--- config.mk ---
export PLATFORM = sky130hd
export DESIGN_NAME = instr_feeder
export DESIGN_NICKNAME = d
export VERILOG_FILES = /design/src/rtl/instr_feeder.sv
export SDC_FILE = /design/constraint.sdc
export NUM_CORES = 1
export LEC_CHECK = 0
export BUFFER_PORTS_ARGS = -buffer_cell sky130_fd_sc_hd__clkbuf_2
export CORE_ASPECT_RATIO = 1.75
export CORE_UTILIZATION = 45
export CTS_BUF_LIST = sky130_fd_sc_hd__clkbuf_4
export DETAILED_ROUTE_END_ITERATION = 7
export MAX_ROUTING_LAYER = met4
export SYNTH_ARGS = -nofsm -noshare
export SYNTH_HDL_FRONTEND = slang
export SYNTH_SLANG_ARGS = --single-unit
--- constraint.sdc ---
create_clock -name clock -period 12.7 [get_ports clock]
set_clock_uncertainty 0.15 [all_clocks]
set_input_delay 2.54 -clock clock [delete_from_list [all_inputs] [get_ports clock]]
set_output_delay 2.54 -clock clock [all_outputs]
set_load 0.05 [all_outputs]
--- src/rtl/instr_feeder.sv ---
// instr_feeder: program sequencer feeding a 16-bit multicycle processor.
// Holds a small program image and issues one instruction per processor
// cycle on din with a one-cycle run pulse. mvi (opcode 001) is followed by
// its immediate word; HALT (opcode 111) is consumed here and stops issue.
//
// Handshake: run is a one-cycle valid pulse qualifying din; the processor
// has no back-pressure on run. done is the processor's completion flag and
// is only consumed in IMM and WAIT; it is ignored in IDLE, ISSUE and HALTED.
module instr_feeder #(
    parameter int DEPTH   = 32,
    parameter int AW      = 5,
    parameter int TIMEOUT = 16
) (
    input  logic          clock,
    input  logic          reset,
    input  logic          start,
    input  logic          prog_we,
    input  logic [AW-1:0] prog_addr,
    input  logic [15:0]   prog_data,
    input  logic          done,
    output logic [15:0]   din,
    output logic          run,
    output logic [AW-1:0] pc,
    output logic          busy,
    output logic          halted,
    output logic          timeout_err,
    output logic [15:0]   icount,
    output logic [2:0]    dbg_state
);

    localparam int WCW = $clog2(TIMEOUT + 1);

    localparam logic [2:0] OP_MVI  = 3'b001;
    localparam logic [2:0] OP_HALT = 3'b111;

    typedef enum logic [2:0] {
        S_IDLE   = 3'd0,
        S_ISSUE  = 3'd1,
        S_IMM    = 3'd2,
        S_WAIT   = 3'd3,
        S_HALTED = 3'd4
    } state_t;

    logic [15:0]    mem_q [DEPTH];

    state_t         state_q, state_d;
    logic [AW-1:0]  pc_q, pc_d;
    logic [15:0]    icount_q, icount_d;
    logic [WCW-1:0] wcnt_q, wcnt_d;
    logic           terr_q, terr_d;
    logic           run_q, run_d;
    logic [15:0]    din_q, din_d;
    logic           mem_we;

    logic [15:0]    cur_word;
    logic [15:0]    nxt_word;

    // Word at the current pc decides ISSUE behaviour; word at the next pc
    // lets run/din be registered so they line up with the state they belong to.
    assign cur_word = mem_q[pc_q];
    assign nxt_word = mem_q[pc_d];

    // Next-state, counter and program-write decode.
    always_comb begin
        state_d  = state_q;
        pc_d     = pc_q;
        icount_d = icount_q;
        wcnt_d   = wcnt_q;
        terr_d   = terr_q;
        mem_we   = 1'b0;
        unique case (state_q)
            S_IDLE, S_HALTED: begin
                // A write in the same cycle as start wins; start is dropped.
                if (prog_we) begin
                    mem_we = 1'b1;
                end else if (start) begin
                    state_d  = S_ISSUE;
                    pc_d     = '0;
                    icount_d = '0;
                    terr_d   = 1'b0;
                end
            end
            S_ISSUE: begin
                if (cur_word[15:13] == OP_HALT) begin
                    state_d = S_HALTED;
                end else begin
                    pc_d     = pc_q + 1'b1;
                    icount_d = icount_q + 16'd1;
                    wcnt_d   = '0;
                    state_d  = (cur_word[15:13] == OP_MVI) ? S_IMM : S_WAIT;
                end
            end
            S_IMM: begin
                pc_d = pc_q + 1'b1;
                if (done) begin
                    state_d = S_ISSUE;
                end else begin
                    state_d = S_WAIT;
                    wcnt_d  = '0;
                end
            end
            S_WAIT: begin
                if (done) begin
                    state_d = S_ISSUE;
                end else if (wcnt_q == WCW'(TIMEOUT - 1)) begin
                    state_d = S_HALTED;
                    terr_d  = 1'b1;
                end else begin
                    wcnt_d = wcnt_q + 1'b1;
                end
            end
            default: state_d = S_IDLE;
        endcase
    end

    // Registered run/din values for the state being entered.
    always_comb begin
        run_d = 1'b0;
        din_d = '0;
        unique case (state_d)
            S_ISSUE: begin
                if (nxt_word[15:13] != OP_HALT) begin
                    run_d = 1'b1;
                    din_d = nxt_word;
                end
            end
            S_IMM:   din_d = nxt_word;
            S_WAIT:  din_d = din_q;
            default: din_d = '0;
        endcase
    end

    // FSM state, counters and registered outputs.
    always_ff @(posedge clock or posedge reset) begin
        if (reset) begin
            state_q  <= S_IDLE;
            pc_q     <= '0;
            icount_q <= '0;
            wcnt_q   <= '0;
            terr_q   <= 1'b0;
            run_q    <= 1'b0;
            din_q    <= '0;
        end else begin
            state_q  <= state_d;
            pc_q     <= pc_d;
            icount_q <= icount_d;
            wcnt_q   <= wcnt_d;
            terr_q   <= terr_d;
            run_q    <= run_d;
            din_q    <= din_d;
        end
    end

    // Program memory write port; contents survive reset.
    always_ff @(posedge clock) begin
        if (mem_we) begin
            mem_q[prog_addr] <= prog_data;
        end
    end

    assign din         = din_q;
    assign run         = run_q;
    assign pc          = pc_q;
    assign icount      = icount_q;
    assign timeout_err = terr_q;
    assign busy        = (state_q == S_ISSUE) || (state_q == S_IMM) || (state_q == S_WAIT);
    assign halted      = (state_q == S_HALTED);
    assign dbg_state   = state_q;

endmodule

==> metrics.md, run 1 <==
| Metric | Value |
|---|---|
| Setup-failing EPs final | `0` |
| Most frequent cells in the layout | `edfxtp_1, nand2_1, clkbuf_4, and3_1, a311oi_1` |
| WHS Path Cells | `2` |
| Setup slack at placement | `approximately 4.9 ns` |
| Number of primary I/O pins | `70` |
| Cell Area, Synth | `approximately 0.024 mm2` |
| Cell type of the slowest stage on the worst timing path | `dfrtp_2` |
| Number of failing hold endpoints at the final stage | `0` |
| Vertical extent of the die | `just over 300 um` |
| FF-to-FF path depth | `15` |
| Synthesized Nets | `1807` |
| Avg WL per Cell | `about 25 um` |
| Number of register bits inferred by synthesis | `roughly 560` |
| Inst Count DP | `about 2400` |
| Type of the worst min-delay path | `reg -> reg` |
| Vias | `about 15000` |
| Post-detailed-routing wire length | `roughly 65000 um` |
| Area growth from synthesis to final layout | `10.3%` |
| Largest delay contributor family on the critical path | `multiplexers` |
| Placed wire-length estimate after detailed placement | `approximately 39000 um` |
| Post-synth top area cell | `edfxtp_1` |
| GRT Residual Overflow | `0` |
| Pin count of the biggest net entering global routing | `slightly above 200` |
| Clock Sink Count | `between 500 and 600` |
| Max Buffers Root-to-Sink | `3` |
| Kind of critical path | `reg -> reg` |
| Headroom to the max-slew limit | `0.187` |
| Total negative slack | `0 ns` |
| Total global routing track utilization | `0.255` |
| Pin slew with the least headroom to its limit | `1.22 ns` |
| CTS root buf | `clkbuf_4` |
| Final period demand of the worst path | `7.19 ns` |
| Yosys Warn Count | `0` |
| DRC violation count after routing | `0` |
| Antenna violations before repair | `3` |
| Most frequent standard cell in the layout excluding fill and tap cells | `edfxtp_1` |
| Full die area | `between 0.05 and 0.06 mm2` |
| Number of detailed-routing iterations run before antenna repair | `5` |
| Fillers | `around 4500` |
| Timing-limited maximum frequency | `0.139 GHz` |
| Setup repair after global routing missed its margin | `false` |
| Count of distinct cell types in the synthesized netlist | `63` |
| Buffers added on ports | `69` |
| Worst Setup Slack, final | `around 5.5 ns` |
| Post-CTS Setup Inserts | `0` |
| Fraction of final layout cells sized beyond drive strength 1 | `0.187` |
| Buf+Inv Stages, Crit Path | `3` |
| Area fraction of the dominant cell type after synthesis | `0.651` |
| Worst-Skew Late Latency | `roughly 0.86 ns` |
| Count of routing violations after the opening detailed-route iteration | `1257` |
| Async set-or-reset flop fraction in the synthesized netlist | `0.0841` |
| Largest driver fanout on the critical path | `slightly below 80` |
| Number of global-route vias before repair | `roughly 15000` |
| Clock tree from TritonCTS | `done` |
| Reg-to-reg endpoint | `din[14]` |
| Fraction of the yosys area taken by sequential cells | `0.700` |
| Pwr dens | `between 200 and 300 mW/mm2` |
| Internal reg-to-reg setup slack | `~5.5 ns` |
| Finished Layout Cells | `roughly 2700` |
| Standard-cell row count | `110` |
| Arrival time at the worst endpoint | `7.73 ns` |
| H-Tree Depth | `3` |
| Part of the cycle the worst path needs | `0.566` |
| Run status | `finished clean` |
| Residual antenna-violating net count after detailed routing | `0` |
| Leakage | `between 9 and 10 nW` |
| Number of synthesized flops with an enable pin | `512` |
| Resized cells post-CTS | `0` |
| R2r startpoint | `pc[0]` |
| Primary flip-flop cell chosen by synthesis mapping | `edfxtp_1` |
| Syn Inst Count | `~1800` |
| Nets | `1920` |
| Average cell area after synthesis | `between 10 and 15 um2` |
| Hold Buf Count CTS | `0` |
| Cell-by-cell listing of the critical path | `mux4_2 -> mux4_2 -> mux2i_2 -> o31ai_2 -> a32o_2 -> buf_4 -> inv_4 -> buf_4 -> mux2i_1 -> mux2i_1 -> a32o_1 -> nor3_1 -> or3_1 -> a21oi_2 -> o21ai_0` |
| Starting density of the core | `0.458` |
| Die X-Extent | `between 150 and 200 um` |
| Clock buffers created by TritonCTS | `approximately 120` |
| Number of max-cap violations | `0` |
| Vias per cell | `around 5.8` |
| Peak VDD IR | `approximately 350 uV` |
| Element type at the critical path end | `flip-flop` |
| Hold Path End | `din[13]` |
| Maximum single-stage delay on the critical path | `between 0.9 and 1 ns` |
| Global-route wire length before repair | `slightly below 100000 um` |
| Setup crit start kind | `flip-flop` |
| Top area cells in the synthesized netlist | `edfxtp_1, nand2_1, dfrtp_1, a311oi_1, mux4_2` |
| Final GP Congestion | `~0.93` |
| Slew Viols, Final | `0` |
| Required arrival time at the worst endpoint | `roughly 13 ns` |
| Clock transition at the registers of the reported paths | `about 0.07 ns` |
| Launch instance of the worst min-delay path | `din[13]` |
| Std-Cell Core Area | `between 0.05 and 0.06 mm2` |
-- cell type report --
cell class                      instances  area [um2]  share of cell area
Multi-Input combinational cell       1091        6460               0.248
Antenna cell                            6        15.0            0.000576
Inverter                                9        43.8             0.00168
Clock buffer                          173        1300              0.0499
Sequential cell                       559       16600               0.635
Clock inverter                         39         178             0.00682
Timing Repair Buffer                  108         661              0.0254
Tap cell                              672         841              0.0323
-- routing by layer --
layer / vias up / track usage / part of all wire
met1: 7738 / 0.275 / 0.35
li1: 6954 / - / -
met4: 0 / 0.122 / 0.047
met2: 619 / 0.458 / 0.54
met5: - / - / 0
met3: 163 / 0.0334 / 0.058
-- how the worst max path moves through the flow --
stage	startpoint	to	slack, ns	cells after the start
final	pc[0]	din[14]	5.51	15
after global routing	pc[0]	din[14]	5.08	15
after CTS	pc[0]	din[14]	5.49	15
after detailed placement	start	din[14]	4.92	15
after global placement	start	din[13]	4.97	15
after floorplan	start	din[10]	7.49	14
-- flip-flops by register name, indices dropped and copies added (netlist names) --
register,cells
dbg_state,3
din,16
icount,16
timeout_err,1
pc,5
run,1
wcnt_q,5
mem_q,512
-- worst min-delay path: cells and delay by family, from the launching register on --
family           cells  cell delay [ns]
AND/OR/NAND/NOR      1             0.05
AO/OA/AOI/OAI        1             0.06
flip-flops           1             0.35
-- report_power, final --
group,internal (W),switching [W],total [W]
Combinational,0.00106,0.00233,0.00339
Clock,0.000643,0.000664,0.00131
Sequential,0.00208,0.0000997,0.00218
-- through the flow --
| stage | area (um2) | util | hold WS (ns) | total power, W |
|---|---|---|---|---|
| after global routing | 26000 | 0.505 | 0.383 | 0.00724 |
| after floorplan | 23600 | - | 0.315 | 0.00466 |
| after global placement | 24600 | 0.476 | 0.332 | 0.00555 |
| after detailed placement | 24600 | 0.476 | 0.334 | 0.00562 |
| after CTS | 26000 | 0.504 | 0.349 | 0.00692 |
| final | 26100 | 0.505 | 0.340 | 0.00687 |
-- synth_stat cells (14+ instances only) --
cell and count:
edfxtp_1 512, and3_1 103, clkbuf_1 46, a311oi_1 97, nor2_1 74, nand3_1 46, o21ai_0 15, nand2_1 508
a31oi_1 14, nor4_1 26, dfrtp_1 47, mux2i_1 34, mux4_2 30, buf_2 39
-- kinds of logic (layout without fill, tap and decap cells) --
logic type | Yosys count | in the layout | synth area share
adders and majority gates | 4 | 4 | 0.00212
DFF | 559 | 559 | 0.700
other | 0 | 6 | 0
AOI/OAI and AO/OA | 185 | 185 | 0.0620
xor gates and xnor gates | 16 | 16 | 0.00593
and+or+nand+nor | 814 | 814 | 0.152
muxes | 72 | 72 | 0.0470
buffers and inverters | 127 | 329 | 0.0300
No activity file was read; power rests on OpenSTA's default activity.
==> run 2: changes to the inputs <==
==> constraint.sdc (replaced) <==
create_clock -name clock -period 5.75 [get_ports clock]
set_clock_uncertainty 0.15 [all_clocks]
set_input_delay 1.15 -clock clock [delete_from_list [all_inputs] [get_ports clock]]
set_output_delay 1.15 -clock clock [all_outputs]
set_load 0.05 [all_outputs]
==> run 2 against run 1 <==
Cell area rose by 2.2%; combinational power increased by 140%; power grew 130%; via count is 3.0% higher; die area stayed put; highest routed layer unchanged.
==> metrics.md, run 2 (same netlist as run 1, synthesis figures left out) <==
| Metric | Value |
|---|---|
| Final period demand of the worst path | `5.29 ns (-1.90 ns)` |
| DRC violation count after routing | `0 (unchanged)` |
| Pin slew with the least headroom to its limit | `1.30 ns (+0.0831 ns)` |
| Clock tree from TritonCTS | `done` |
| Antenna violations before repair | `1 (-2)` |
| Element type at the critical path end | `flip-flop` |
| Most frequent standard cell in the layout excluding fill and tap cells | `edfxtp_1` |
| Sum of internal, switching and leakage power | `0.0159 W (+130%)` |
| Global-route wire length before repair | `101000 um (+4.4%)` |
| Final GP Congestion | `0.914 (-1.5%)` |
| Sw Pwr | `0.00698 W (+130%)` |
| Worst-Skew Late Latency | `0.84 ns (-0.02 ns)` |
| Total global routing track utilization | `0.268 (+0.0129)` |
| Avg WL per Cell | `25.2 um (+2.3%)` |
| Kind of critical path | `reg -> reg` |
| Area growth from synthesis to final layout | `12.7%` |
| Nets | `1969 (+2.6%)` |
| Full die area | `0.0535 mm2 (unchanged)` |
| Setup crit start kind | `flip-flop` |
| GRT Residual Overflow | `0 (unchanged)` |
| Most frequent cells in the layout | `edfxtp_1, nand2_1, clkbuf_4, and3_1, a311oi_1` |
| Max Buffers Root-to-Sink | `3 (unchanged)` |
| Std-Cell Core Area | `0.0516 mm2 (unchanged)` |
| Part of the cycle the worst path needs | `0.921 (+0.354)` |
| Timing-limited maximum frequency | `0.189 GHz (+36%)` |
| Pin count of the biggest net entering global routing | `94 (-54%)` |
| Placed wire-length estimate after detailed placement | `43300 um (+9.7%)` |
| Pwr dens | `598 mW/mm2 (+130%)` |
| Clock Sink Count | `559 (unchanged)` |
| Portion of total power attributed to combinational logic | `0.507 (+0.014)` |
| Hold Buf Count CTS | `0 (unchanged)` |
| Fraction of final layout cells sized beyond drive strength 1 | `0.213 (+0.0260)` |
| Number of detailed-routing iterations run before antenna repair | `8 (+3)` |
| Clock transition at the registers of the reported paths | `0.07 ns (about the same)` |
| Setup-failing EPs final | `0 (unchanged)` |
| Largest driver fanout on the critical path | `45 (-42%)` |
| FF-to-FF path depth | `16 (+1)` |
| Required arrival time at the worst endpoint | `6.30 ns (-6.94 ns)` |
| H-Tree Depth | `4 (+1)` |
| Post-detailed-routing wire length | `68200 um (+4.2%)` |
| Headroom to the max-slew limit | `0.131 (-0.0554)` |
| Starting density of the core | `0.458 (unchanged)` |
| Reg-to-reg endpoint | `din[6]` |
| CTS root buf | `clkbuf_4` |
| Peak VDD IR | `555 uV (+57%)` |
| Count of routing violations after the opening detailed-route iteration | `1458 (+16%)` |
| Slew Viols, Final | `0 (unchanged)` |
| Vias | `15934 (+3.0%)` |
| Cell internal power dissipation | `0.00895 W (+140%)` |
| Net Sw Frac | `0.438 (-0.0114)` |
| Resized cells post-CTS | `0 (unchanged)` |
| Vertical extent of the die | `305 um (unchanged)` |
| Flip-flop count of the largest register, all copies and words added | `512 (unchanged)` |
| Type of the worst min-delay path | `in -> async` |
| Sequential fraction of design power | `0.301 (-0.016)` |
| Total negative slack | `0 ns (unchanged)` |
| Residual antenna-violating net count after detailed routing | `0 (unchanged)` |
| Internal reg-to-reg setup slack | `0.46 ns (-5.05 ns)` |
| Number of max-cap violations | `0 (unchanged)` |
| R2r startpoint | `pc[0]` |
| Arrival time at the worst endpoint | `5.84 ns (-1.89 ns)` |
| Setup repair after global routing missed its margin | `false` |
| Standard-cell row count | `110 (unchanged)` |
| Run status | `finished clean` |
| Clock buffers created by TritonCTS | `130 (+7.4%)` |
| Number of primary I/O pins | `70 (unchanged)` |
| Leakage | `9.64 nW (+3.6%)` |
| Vias per cell | `5.88 (+1.0%)` |
| Number of failing hold endpoints at the final stage | `0 (unchanged)` |
| Post-CTS Setup Inserts | `0 (unchanged)` |
| Reg with most FFs | `mem_q` |
| Clock share of power | `0.192 (+0.002)` |
| Die X-Extent | `175 um (unchanged)` |
| Number of global-route vias before repair | `16010 (+3.8%)` |
| Buffers added on ports | `69 (unchanged)` |
[run 2: changes by cell type in the layout (fill, tap and decap cells not counted)]
cell,previous run,this run
buf_12,2,13
buf_2,1,0
buf_4,36,66
clkbuf_4,173,193
clkinv_1,32,23
clkinv_2,4,2
clkinvlp_4,0,1
diode_2,6,3
inv_2,3,7
nor2_2,24,23
nor2_4,0,1
[run 2: worst max path at each step]
stage,startpoint,end,cells past startpoint
after detailed placement,pc[0],din[7],16
after CTS,pc[0],din[0],16
after global placement,pc[0],din[8],16
after global routing,pc[0],din[8],16
final,pc[0],din[6],16
after floorplan,pc[0],din[10],16
[run 2: layout make-up]
| type | count | area, um2 |
|---|---|---|
| multi-input combinational | 1091 | 6470 |
| antenna | 3 | 7.51 |
| inverter | 9 | 43.8 |
| fill | 4502 | 25000 |
| tap | 672 | 841 |
| sequential | 559 | 16600 |
| clock buffer | 193 | 1450 |
| timing repair buffer | 148 | 1100 |
| clock inverter | 33 | 156 |
[run 2: routing by layer]
metal  global-route usage  share of wire  vias up
met5                    -              0        -
met4                0.157          0.057        0
met3               0.0402          0.050      174
met2                0.468           0.53      600
met1                0.286           0.36     8097
li1                     -              -     7063
[run 2: metrics by stage]
stage | util | hold slack [ns] | cells | setup slack [ns] | cell area [um2]
final | 0.516 | 0.0887 | 2708 | 0.457 | 26600
after detailed placement | 0.484 | 0.333 | 2479 | 0.499 | 25000
after global placement | 0.484 | 0.339 | 2479 | 0.558 | 25000
after global routing | 0.516 | 0.0700 | 2706 | 0.193 | 26600
after floorplan | - | 0.315 | 1777 | 1.13 | 23600
after CTS | 0.516 | 0.0256 | 2705 | 0.455 | 26600
[run 2: critical path: stages, from the launching register on]
cell and delay [ns]:
dfrtp_2 0.62, buf_12 0.24, mux4_2 0.50, mux4_2 0.55, mux2i_1 0.30, o31ai_2 0.15
a32o_2 0.29, inv_4 0.47, buf_4 0.42, nand2_1 0.09, nand4_1 0.13, o211ai_1 0.11
o31a_1 0.16, or3_1 0.43, a21oi_2 0.24, buf_12 0.18, o21ai_1 0.08
[run 2: power by group through the flow]
stage	Sequential [W]	Clock [W]	Combinational, W
after floorplan	0.00510	0	0.00519
after global placement	0.00488	0	0.00798
after detailed placement	0.00488	0	0.00805
after CTS	0.00480	0.00315	0.00807
after global routing	0.00481	0.00332	0.00865
final	0.00479	0.00307	0.00807
